--- config.mk ---
export PLATFORM = sky130hd
export DESIGN_NAME = fetch_buffer
export DESIGN_NICKNAME = d
export VERILOG_FILES = /design/src/rtl/fetch_buffer_pkg.sv /design/src/rtl/fetch_fifo.sv /design/src/rtl/fetch_buffer.sv
export SDC_FILE = /design/constraint.sdc
export NUM_CORES = 1
export LEC_CHECK = 0
export ABC_AREA = 1
export BUFFER_PORTS_ARGS = -buffer_cell sky130_fd_sc_hd__buf_2
export CAP_MARGIN = 10
export CORE_UTILIZATION = 45
export CTS_CLUSTER_SIZE = 10
export DETAILED_ROUTE_END_ITERATION = 7
export PLACE_DENSITY = 0.67
export SYNTH_ARGS = -nofsm -noshare
export SYNTH_HDL_FRONTEND = slang
export SYNTH_HIERARCHICAL = 1
export SYNTH_SLANG_ARGS = --single-unit
export TNS_END_PERCENT = 5
--- constraint.sdc ---
create_clock -name Clk -period 1.8 [get_ports Clk]
set_input_delay 0.18 -clock Clk [delete_from_list [all_inputs] [get_ports Clk]]
set_output_delay 0.18 -clock Clk [all_outputs]
set_load 0.05 [all_outputs]
--- src/rtl/fetch_buffer_pkg.sv ---
// Shared constants and state encoding for the instruction fetch buffer.
package fetch_buffer_pkg;

  // Number of buffered fetch entries; the occupancy FSM only covers 2.
  localparam int FB_DEPTH = 2;

  // Word presented to decode when no valid entry is available (sll $0,$0,0).
  localparam logic [31:0] NOP = 32'h0000_0000;

  // One entry holds {PC+4, instruction}.
  localparam int ENTRY_W = 64;

  // Occupancy FSM; the encoding doubles as the Count output.
  typedef enum logic [1:0] {
    ST_EMPTY = 2'd0,
    ST_ONE   = 2'd1,
    ST_FULL  = 2'd2
  } fb_state_e;

endpackage

--- src/rtl/fetch_fifo.sv ---
// Entry storage and read/write pointers for the fetch buffer.
// Occupancy is tracked by the parent FSM, so push/pop arrive pre-qualified.
module fetch_fifo
  import fetch_buffer_pkg::*;
#(
  parameter int DEPTH = FB_DEPTH
) (
  input  logic               clk_i,
  input  logic               reset_i,
  input  logic               clear_i,
  input  logic               push_i,
  input  logic               pop_i,
  input  logic [ENTRY_W-1:0] wdata_i,
  output logic [ENTRY_W-1:0] rdata_o
);

  localparam int PTR_W = (DEPTH > 1) ? $clog2(DEPTH) : 1;

  logic [ENTRY_W-1:0] mem_q [DEPTH];
  logic [ENTRY_W-1:0] mem_d [DEPTH];
  logic [PTR_W-1:0]   wr_ptr_q, wr_ptr_d;
  logic [PTR_W-1:0]   rd_ptr_q, rd_ptr_d;

  // Next storage/pointer values; a simultaneous push and pop in the
  // one-entry case writes behind the head and advances onto it.
  always_comb begin
    mem_d    = mem_q;
    wr_ptr_d = wr_ptr_q;
    rd_ptr_d = rd_ptr_q;
    if (clear_i) begin
      for (int i = 0; i < DEPTH; i++) mem_d[i] = '0;
      wr_ptr_d = '0;
      rd_ptr_d = '0;
    end else begin
      if (push_i) begin
        mem_d[wr_ptr_q] = wdata_i;
        wr_ptr_d        = wr_ptr_q + PTR_W'(1);
      end
      if (pop_i) begin
        rd_ptr_d = rd_ptr_q + PTR_W'(1);
      end
    end
  end

  // Storage and pointer registers with synchronous reset.
  always_ff @(posedge clk_i) begin
    if (reset_i) begin
      mem_q    <= '{default: '0};
      wr_ptr_q <= '0;
      rd_ptr_q <= '0;
    end else begin
      mem_q    <= mem_d;
      wr_ptr_q <= wr_ptr_d;
      rd_ptr_q <= rd_ptr_d;
    end
  end

  assign rdata_o = mem_q[rd_ptr_q];

endmodule

--- src/rtl/fetch_buffer.sv ---
// Two-entry decoupling buffer between instruction fetch and decode.
// Holds the occupancy FSM, the PC+4 adder and the NOP output gating.
module fetch_buffer
  import fetch_buffer_pkg::*;
#(
  parameter int DEPTH = FB_DEPTH
) (
  input  logic        Clk,
  input  logic        Reset,
  input  logic [31:0] PCIn,
  input  logic [31:0] InstrIn,
  input  logic        FetchValid,
  output logic        FetchReady,
  input  logic        Flush,
  input  logic        DecodeReady,
  output logic        ValidOut,
  output logic [31:0] InstrOut,
  output logic [31:0] PCPlus4Out,
  output logic [1:0]  Count
);

  fb_state_e          state_q, state_d;
  logic               push, pop;
  logic [31:0]        pc_plus4;
  logic [ENTRY_W-1:0] head;

  // FetchReady depends only on registered state so the PC write-enable
  // never sees a combinational path from decode or branch resolution.
  assign FetchReady = (state_q != ST_FULL);
  assign ValidOut   = (state_q != ST_EMPTY) && !Flush;
  assign push       = FetchValid && FetchReady && !Flush;
  assign pop        = ValidOut && DecodeReady;
  assign pc_plus4   = PCIn + 32'd4;

  // Occupancy next-state; flush empties the buffer regardless of push/pop.
  always_comb begin
    state_d = state_q;
    if (Flush) begin
      state_d = ST_EMPTY;
    end else begin
      unique case (state_q)
        ST_EMPTY: if (push) state_d = ST_ONE;
        ST_ONE: begin
          if (push && !pop)      state_d = ST_FULL;
          else if (pop && !push) state_d = ST_EMPTY;
        end
        ST_FULL:  if (pop) state_d = ST_ONE;
        default:  state_d = ST_EMPTY;
      endcase
    end
  end

  // Occupancy state register.
  always_ff @(posedge Clk) begin
    if (Reset) state_q <= ST_EMPTY;
    else       state_q <= state_d;
  end

  fetch_fifo #(
    .DEPTH (DEPTH)
  ) u_fifo (
    .clk_i   (Clk),
    .reset_i (Reset),
    .clear_i (Flush),
    .push_i  (push),
    .pop_i   (pop),
    .wdata_i ({pc_plus4, InstrIn}),
    .rdata_o (head)
  );

  assign InstrOut   = ValidOut ? head[31:0]  : NOP;
  assign PCPlus4Out = ValidOut ? head[63:32] : NOP;
  assign Count      = state_q;

endmodule

==> impl_metrics.env, run 1 <==
export IMPL_status="finished with violations"
export IMPL_failed_checks="negative setup slack"
export IMPL_cts_hold_buf=0
export IMPL_tns_ns=-0.295
export IMPL_worstMarginPinSlew_ns=0.413
export IMPL_critPathMaxFanout=5
export IMPL_powerDensity_nw_per_um2=741
export IMPL_clock_sinks=132
export IMPL_detailed_place_hpwl_um=12700
export IMPL_synth_xor_area_share_pct=1.74
export IMPL_fillCellCount=1546
export IMPL_gr_usage_met2_pct=41.4
export IMPL_num_rows=47
export IMPL_muxShareOfSynthArea_pct=0
export IMPL_crit_path_frequent_cell="nor2_4"
export IMPL_clock_path_buffers=2
export IMPL_most_common_layout_cells="nor2_1, nand2_1, inv_1"
export IMPL_finalInstanceArea_um2=10200
export IMPL_p_leak_uw=0.00415
export IMPL_area_delta_synth_final_pct=35.4
export IMPL_cap_violations=0
export IMPL_chipHeight_um=132
export IMPL_critPathTopFamily="buffers and inverters"
export IMPL_clk_latency_ns=0.42
export IMPL_viasPerCell=4.71
export IMPL_drc=0
export IMPL_drv_slew=0
export IMPL_coreArea_um2=16500
export IMPL_final_common_cell="nor2_1"
export IMPL_first_global_vias=6884
export IMPL_synth_nets=1332
export IMPL_die_area_um2=17300
export IMPL_fp_dieW_um=132
export IMPL_final_setup_worst_slack_ns=-0.0377
export IMPL_htree_levels=4
export IMPL_ant_nets=0
export IMPL_start_util_pct=45.8
export IMPL_grtUsageMet3_pct=4.51
export IMPL_crit_path_cell_trace="nor2_4 > nor2_4 > clkinv_4 > buf_12 > clkbuf_16 > nor2_4 > buf_8"
export IMPL_relSlewSlack_pct=72.4
export IMPL_hold_slack_ns=0.0293
export IMPL_num_nets_final=1461
export IMPL_critPathKind="flop to primary output"
export IMPL_grt_use_total_pct=24.6
export IMPL_avgSynthCellArea_um2=6.00
export IMPL_dr_pass1_iters=5
export IMPL_fin_crit_sh_pct=102
export IMPL_critPathSlowestCell="dfxtp_4"
export IMPL_seq_area_um2=2650
export IMPL_wirelength_um=20800
export IMPL_syn_area_um2=7570
export IMPL_multi_input_area_um2=4020
export IMPL_top_usage_layer="met2"
export IMPL_cts_made_buffers=17
export IMPL_seq_area_frac_synth_pct=34.9
export IMPL_synth_simple_area_share_pct=37.2
export IMPL_synth_seq_cells=132
export IMPL_end_kind="primary output"
export IMPL_slowest_delay_ns=0.37
export IMPL_num_vias=7645
export IMPL_drt_iter0_markers=384
export IMPL_min_period_ns=1.84
export IMPL_cp_arrival_ns=1.66
export IMPL_finalHoldViolCount=0
export IMPL_wl_per_cell_um=12.8
export IMPL_placed_area_um2=8510
export IMPL_rsz0062_at_grt="yes"
export IMPL_grt_pass1_wl_um=33900
export IMPL_final_layout_size_suffix_gt1_share_pct=23.0
export IMPL_synth_compound_area_share_pct=8.90
export IMPL_overflow=0
export IMPL_synthCells=1261
export IMPL_grt_start_max_net_pins=54
export IMPL_antenna_found_initial=0
export IMPL_io_buffers=136
export IMPL_clkTransAtPathRegs_ns=0.06
export IMPL_cp_start_kind="flop"
export IMPL_ios=137
export IMPL_cts_root_buf="clkbuf_16"
export IMPL_synthAdderAreaFrac_pct=0.331
export IMPL_finClkSkew_ns=0.00756
export IMPL_synth_cell_types=24
export IMPL_yosysWarnings=6
export IMPL_fmaxAchievable_mhz=544
export IMPL_cp_required_ns=1.62
export IMPL_cts_tree="built"
export IMPL_synth_top_family_by_area="simple AND/OR/NAND/NOR gates"
export IMPL_use_met1_pct=31.5
export IMPL_critPathBufInv=4
export IMPL_ir_drop_uv=660
export IMPL_globalplace_congestion=0.918
export IMPL_setup_viol=29
export IMPL_hp_class="input pin to flop"
export IMPL_antenna_cells=0
[routing by layer]
layer  wire, um  vias to the layer above
li1           -                     4005
met2       9690                      210
met4        392                        0
met1       9720                     3402
met5          0                        -
met3       1020                       28
[cell usage after synthesis]
cell        n  share of area [%]
nand3b_1    1              0.099
nor2_4     11                1.6
buf_6      17                2.5
xnor2_1     7               0.81
o21ai_0   122                8.1
clkbuf_1   10               0.50
inv_1     220                 11
inv_2       3               0.15
dfxtp_1   132                 35
nand3_1    80                5.3
xor2_1      8               0.93
nand2_1   222                 11
ha_1        2               0.33
buf_8       1               0.20
nand3_2     1               0.13
clkbuf_2    3               0.20
buf_4       1              0.099
buf_2      36                2.4
nor2_2     11               0.91
o211ai_1    1              0.099
a21oi_1     2               0.13
o21ai_1     9               0.60
nand2_2     5               0.41
nor2_1    356                 18
[path summary, 6_finish.rpt]
| check | cells past startpoint | end | slack [ns] | from |
|---|---|---|---|---|
| setup / recovery | 7 | InstrOut[12] | -0.04 | Count[1] |
| hold reg to reg | 2 | u_fifo/mem_q[102] | 0.48 | u_fifo/mem_q[102] |
| hold / removal | 3 | u_fifo/mem_q[4] | 0.03 | InstrIn[4] |
| setup reg to reg | 12 | Count[0] | 0.07 | Count[1] |
[state kept, by name, indices dropped and copies added (netlist names)]
| name | count |
|---|---|
| u_fifo/mem_q | 128 |
| Count | 2 |
| u_fifo/rd_ptr_q | 1 |
| u_fifo/wr_ptr_q | 1 |
[layout make-up]
type                    count  share of cell area (%)
multi-input cells         838                    39.2
clock inverters            11                    1.70
flip-flops and latches    132                    25.9
clock buffers              21                    4.60
repair buffers            178                    17.7
well taps                 220                    2.69
inverters                 223                    8.24
[logic make-up (layout without fill, tap and decap cells)]
family | after synthesis | after routing
and+or+nand+nor | 687 | 687
xor gates and xnor gates | 15 | 15
AOI/OAI and AO/OA | 134 | 134
buffers and inverters | 291 | 433
adders and majority gates | 2 | 2
DFF | 132 | 132
[worst reg2reg max path, stage by stage (launching register included)]
cell,delay [ns]
dfxtp_4,0.37
nor2_4,0.04
nor2_4,0.13
clkinv_4,0.09
buf_12,0.15
nor2_2,0.13
inv_1,0.06
ha_1,0.28
nand3_1,0.09
nand2_1,0.08
inv_1,0.06
nand2_1,0.05
a21oi_1,0.12
[where the power goes]
group	switching, uW	leakage [uW]	total (uW)	internal [uW]
logic	545	0.00277	860	314
registers	30.8	0.00107	3010	2980
clock network	1290	0.000305	3730	2440
[through the flow]
stage                     std cells  utilization, %  setup WS (ns)  power, uW
after detailed placement       1570            51.5          0.174       3840
after global routing           1623            62.0        -0.0833       7900
after CTS                      1620            59.9        -0.0345       7620
after floorplan                1261               -         -0.144       3590
after global placement         1570            51.5          0.218       3840
final                          1623            62.0        -0.0377       7600
[what timing repair did]
item | CTS | global route
setup endpoints to repair | 64 | 66
pin swaps | 1 | 10
cloned | 7 | 3
setup buffers | 11 | 1
resized for setup | 171 | 113
No activity file was read; power rests on OpenSTA's default activity.
==> run 2: changes to the inputs <==
--- a/config.mk
+++ b/config.mk
@@ -11,6 +11,7 @@
 export CORE_UTILIZATION = 45
 export CTS_CLUSTER_SIZE = 10
 export DETAILED_ROUTE_END_ITERATION = 7
+export GPL_TIMING_DRIVEN = 0
 export PLACE_DENSITY = 0.67
 export SYNTH_ARGS = -nofsm -noshare
 export SYNTH_HDL_FRONTEND = slang
==> impl_metrics.env, run 2 (synthesis results as in run 1) <==
export IMPL_ir_drop_uv=698
export IMPL_finalInstanceArea_um2=10600
export IMPL_first_global_vias=7240
export IMPL_cp_arrival_ns=1.64
export IMPL_whs_path_depth=3
export IMPL_largest_register="u_fifo/mem_q"
export IMPL_critPathBufInv=4
export IMPL_wirelength_um=23700
export IMPL_reg2reg_from="Count[1]"
export IMPL_most_common_layout_cells="nor2_1, nand2_1, inv_1"
export IMPL_start_util_pct=45.8
export IMPL_relSlewSlack_pct=65.0
export IMPL_overflow=0
export IMPL_placed_area_um2=8650
export IMPL_drt_iter0_markers=562
export IMPL_ios=137
export IMPL_clock_path_buffers=2
export IMPL_slowest_delay_ns=0.41
export IMPL_drc=2
export IMPL_rsz0062_at_grt="yes"
export IMPL_hold_end="u_fifo/mem_q[29]"
export IMPL_grt_pass1_wl_um=36000
export IMPL_cts_tree="built"
export IMPL_cts_made_buffers=17
export IMPL_reg2reg_slack_ns=0.05
export IMPL_clk_latency_ns=0.42
export IMPL_failed_checks="design-rule violations, negative setup slack"
export IMPL_num_rows=47
export IMPL_grt_start_max_net_pins=17
export IMPL_setup_viol=5
export IMPL_cts_hold_buf=0
export IMPL_num_nets_final=1505
export IMPL_dr_pass1_iters=8
export IMPL_cts_root_buf="clkbuf_16"
export IMPL_worstMarginPinSlew_ns=0.526
export IMPL_drv_slew=0
export IMPL_power_frac_comb_pct=11.6
export IMPL_finalPower_uw=7760
export IMPL_switching_share_pct=24.7
export IMPL_antenna_found_initial=0
export IMPL_clock_sinks=132
export IMPL_final_layout_size_suffix_gt1_share_pct=25.6
export IMPL_ant_nets=0
export IMPL_final_setup_worst_slack_ns=-0.0215
export IMPL_status="finished with violations"
export IMPL_powerDensity_nw_per_um2=731
export IMPL_die_area_um2=17300
export IMPL_fmaxAchievable_mhz=549
export IMPL_wl_per_cell_um=14.2
export IMPL_io_buffers=136
export IMPL_chipHeight_um=132
export IMPL_critPathSlowestCell="dfxtp_4"
export IMPL_crit_path_cell_trace="buf_12 > clkbuf_16 > nand2_1 > o21ai_0 > inv_1 > nor2_4 > buf_6"
export IMPL_cp_start_kind="flop"
export IMPL_end_kind="primary output"
export IMPL_num_vias=7999
export IMPL_htree_levels=4
export IMPL_final_common_cell="nor2_1"
export IMPL_critPathMaxFanout=6
export IMPL_finClkSkew_ns=0.00436
export IMPL_p_switching_uw=1920
export IMPL_min_period_ns=1.82
export IMPL_clkTransAtPathRegs_ns=0.06
export IMPL_grt_use_total_pct=26.4
export IMPL_p_int_uw=5840
export IMPL_area_delta_synth_final_pct=40.3
export IMPL_finalHoldViolCount=0
export IMPL_share_clk_of_total_power_pct=49.5
export IMPL_fp_dieW_um=132
export IMPL_hp_class="input pin to flop"
export IMPL_rr_endpoint="Count[1]"
export IMPL_holdCritStartpoint="InstrIn[29]"
export IMPL_place_ws_ns=0.0175
export IMPL_r2r_cells=12
export IMPL_detailed_place_hpwl_um=15500
export IMPL_cap_violations=0
export IMPL_largest_register_ffs=128
export IMPL_fin_crit_sh_pct=101
export IMPL_seqPwrFrac_pct=38.8
export IMPL_critPathKind="flop to primary output"
export IMPL_coreArea_um2=16500
export IMPL_antenna_cells=0
export IMPL_critPathTopFamily="buffers and inverters"
export IMPL_viasPerCell=4.80
export IMPL_cp_required_ns=1.62
export IMPL_globalplace_congestion=0.875
export IMPL_p_leak_uw=0.00439
-- run 2: worst reg2reg max path, cell delays in order (launching register included) --
cell and delay [ns]:
dfxtp_4 0.37, nor2_4 0.04, nor2_4 0.11, inv_4 0.07, bufbuf_16 0.28, nor2_4 0.12, inv_2 0.05, ha_4 0.27
nand3_2 0.08, nand2_2 0.07, o21ai_0 0.07, nand2_1 0.08, inv_1 0.04
-- run 2: power by group through the flow --
stage	Combinational (uW)	Sequential, uW	Clock [uW]
final	904	3010	3840
after CTS	830	3010	3880
after detailed placement	784	3070	0
after floorplan	520	3070	0
after global routing	1010	3020	4020
after global placement	778	3070	0
-- run 2: metal layers --
layer / vias to the layer above / part of all wire, % / track usage [%]
li1: 4109 / - / -
met1: 3614 / 44 / 34.1
met2: 234 / 48 / 43.5
met3: 42 / 5.1 / 4.36
met4: 0 / 2.7 / 10.5
met5: - / 0 / 0
-- run 2: cell type report --
| class | instances | area [um2] |
|---|---|---|
| clock inverters | 13 | 205 |
| plain buffers | 68 | 669 |
| flip-flops and latches | 132 | 2650 |
| fillers | 1533 | 5910 |
| well taps | 220 | 275 |
| repair buffers | 154 | 1500 |
| multi-input cells | 838 | 4020 |
| inverters | 223 | 840 |
| clock buffers | 19 | 453 |
-- run 2: per-stage QoR --
step / std cells / setup TNS (ns) / hold slack [ns] / utilization (%)
floorplan: 1261 / -3.31 / 0.324 / -
global placement: 1617 / 0 / 0.448 / 52.3
detailed placement: 1617 / 0 / 0.457 / 52.3
CTS: 1654 / -0.239 / 0.0171 / 59.9
global route: 1667 / -2.19 / 0.0408 / 64.2
finish: 1667 / -0.0585 / 0.0318 / 64.2
-- run 2: worst max-delay path by stage --
stage	cells past startpoint	endpoint	start	slack (ns)
2_1_floorplan	5	InstrOut[10]	Count[0]	-0.14
3_3_place_gp	12	Count[0]	Count[0]	0.03
3_5_place_dp	12	Count[1]	Count[0]	0.02
4_1_cts	6	PCPlus4Out[4]	u_fifo/rd_ptr_q	-0.04
5_1_grt	5	PCPlus4Out[11]	u_fifo/rd_ptr_q	-0.1
6_report	7	PCPlus4Out[9]	u_fifo/rd_ptr_q	-0.02
-- run 2: what timing repair did --
item                                    in CTS  in global routing
hold endpoints to repair                     0                  0
resized for setup                          181                150
cloned                                       3                 11
buffers inserted                             2                  2
endpoints found under the setup margin      66                 79
pin swaps                                    2                 40
==> run 3: changes to the inputs <==
--- a/config.mk
+++ b/config.mk
@@ -8,11 +8,13 @@
 export ABC_AREA = 1
 export BUFFER_PORTS_ARGS = -buffer_cell sky130_fd_sc_hd__buf_2
 export CAP_MARGIN = 10
+export CORE_MARGIN = 8
 export CORE_UTILIZATION = 45
 export CTS_CLUSTER_SIZE = 10
 export DETAILED_ROUTE_END_ITERATION = 7
 export GPL_TIMING_DRIVEN = 0
 export PLACE_DENSITY = 0.67
+export SLEW_MARGIN = 40
 export SYNTH_ARGS = -nofsm -noshare
 export SYNTH_HDL_FRONTEND = slang
 export SYNTH_HIERARCHICAL = 1
==> impl_metrics.env, run 3 (synthesis results as in run 1) <==
export IMPL_gr_usage_met2_pct=35.5
export IMPL_critPathMaxFanout=10
export IMPL_slowest_delay_ns=0.36
export IMPL_p_leak_uw=0.00417
export IMPL_num_nets_final=1492
export IMPL_wirelength_um=22900
export IMPL_min_period_ns=1.82
export IMPL_largest_register="u_fifo/mem_q"
export IMPL_clk_latency_ns=0.42
export IMPL_num_rows=47
export IMPL_final_common_cell="nor2_1"
export IMPL_overflow=0
export IMPL_clock_sinks=132
export IMPL_globalplace_congestion=0.910
export IMPL_final_layout_size_suffix_gt1_share_pct=22.9
export IMPL_viasPerCell=4.75
export IMPL_drc=0
export IMPL_ir_drop_uv=715
export IMPL_use_met1_pct=27.3
export IMPL_first_global_vias=7296
export IMPL_detailed_place_hpwl_um=16700
export IMPL_clkTransAtPathRegs_ns=0.06
export IMPL_largest_register_ffs=128
export IMPL_status="finished with violations"
export IMPL_cts_root_buf="clkbuf_16"
export IMPL_final_setup_worst_slack_ns=-0.0221
export IMPL_relSlewSlack_pct=68.2
export IMPL_fin_crit_sh_pct=101
export IMPL_dr_pass1_iters=5
export IMPL_hp_class="input pin to flop"
export IMPL_critPathTopFamily="buffers and inverters"
export IMPL_coreArea_um2=16500
export IMPL_placed_cells=1617
export IMPL_crit_path_cell_trace="nor2_4 > nor2_4 > inv_2 > buf_12 > buf_12 > nor2_4 > buf_8"
export IMPL_chipHeight_um=146
export IMPL_io_buffers=136
export IMPL_grt_use_total_pct=21.6
export IMPL_cp_required_ns=1.62
export IMPL_grt_pass1_wl_um=37100
export IMPL_failed_checks="negative setup slack"
export IMPL_cp_start_kind="flop"
export IMPL_ant_nets=0
export IMPL_critPathSlowestCell="dfxtp_4"
export IMPL_most_common_layout_cells="nor2_1, nand2_1, inv_1"
export IMPL_grt_start_max_net_pins=17
export IMPL_setup_viol=9
export IMPL_tns_ns=-0.116
export IMPL_finClkSkew_ns=0.00773
export IMPL_fmaxAchievable_mhz=549
export IMPL_drt_iter0_markers=400
export IMPL_area_delta_synth_final_pct=32.7
export IMPL_fp_dieW_um=146
export IMPL_cts_tree="built"
export IMPL_worstMarginPinSlew_ns=0.476
export IMPL_antenna_found_initial=0
export IMPL_critPathBufInv=4
export IMPL_powerDensity_nw_per_um2=719
export IMPL_reg2reg_slack_ns=0.07
export IMPL_final_core_util_pct=60.8
export IMPL_grtUsageMet3_pct=5.13
export IMPL_critPathKind="flop to primary output"
export IMPL_ios=137
export IMPL_final_cells=1654
export IMPL_rsz0062_at_grt="yes"
export IMPL_finalHoldViolCount=0
export IMPL_antenna_cells=0
export IMPL_top_usage_layer="met2"
export IMPL_die_area_um2=21200
export IMPL_end_kind="primary output"
export IMPL_drv_slew=0
export IMPL_cts_made_buffers=17
export IMPL_wl_per_cell_um=13.9
export IMPL_htree_levels=4
export IMPL_num_vias=7860
export IMPL_fillCellCount=1649
export IMPL_cp_arrival_ns=1.64
export IMPL_cap_violations=0
export IMPL_start_util_pct=45.8
export IMPL_crit_path_frequent_cell="nor2_4"
export IMPL_hold_slack_ns=0.0332
export IMPL_clock_path_buffers=2
[run 3: cell types whose count changed in the layout (fill, tap and decap cells not counted), sizes merged]
cell,before,now
buf,196,197
bufinv,5,2
clkbuf,44,32
clkinv,5,7
clkinvlp,3,2
[run 3: metrics by stage]
step                      total power (uW)  setup slack (ns)  area (um2)
after floorplan                       3590            -0.144        7690
after global placement                3850            0.0554        8650
after detailed placement              3860            0.0350        8650
after CTS                             7220           -0.0266        9800
after global routing                  7510           -0.0806       10000
final                                 7220           -0.0221       10000
[run 3: power breakdown]
group	leakage, uW	internal, uW	total, uW	switching [uW]
registers	0.00107	2980	3010	31.1
clock network	0.000282	2090	3350	1260
logic	0.00282	310	852	543
[run 3: layout make-up]
cell class	count	area, um2	area share [%]
clock inverter	11	110	1.10
clock buffer	21	460	4.58
multi-input combinational	838	3890	38.8
sequential	132	2650	26.4
tap	220	275	2.74
inverter	223	837	8.33
timing repair buffer	141	1180	11.8
buffer	68	631	6.28
[run 3: repair_timing]
action | in CTS | in global routing
gates resized for setup | 177 | 87
endpoints found under the setup margin | 64 | 158
cloned | 3 | 0
pin swaps | 3 | 5
hold buffers | 0 | 0
buffers inserted | 1 | 1
[run 3: final timing paths]
path,start,end,cells after the start
worst min-delay path,InstrIn[2],u_fifo/mem_q[2],3
worst max register to register,Count[1],Count[0],12
worst max-delay path,Count[0],PCPlus4Out[16],7
worst min register to register,u_fifo/mem_q[67],u_fifo/mem_q[67],2
[run 3: worst reg2reg max path, stage by stage, from the launching register on]
cell and delay [ns]:
dfxtp_4 0.38, nor2_4 0.05, nor2_4 0.09, inv_2 0.07, bufbuf_16 0.29, nor2_4 0.13
inv_2 0.06, ha_4 0.26, nand3_1 0.07, nand2_1 0.09, inv_1 0.04, nand2_1 0.05
a21oi_1 0.05
[run 3: per-layer routing]
metal | vias up | share of wire, %
li1 | 4074 | -
met1 | 3540 | 44
met2 | 214 | 48
met3 | 32 | 5.5
met4 | 0 | 2.1
met5 | - | 0
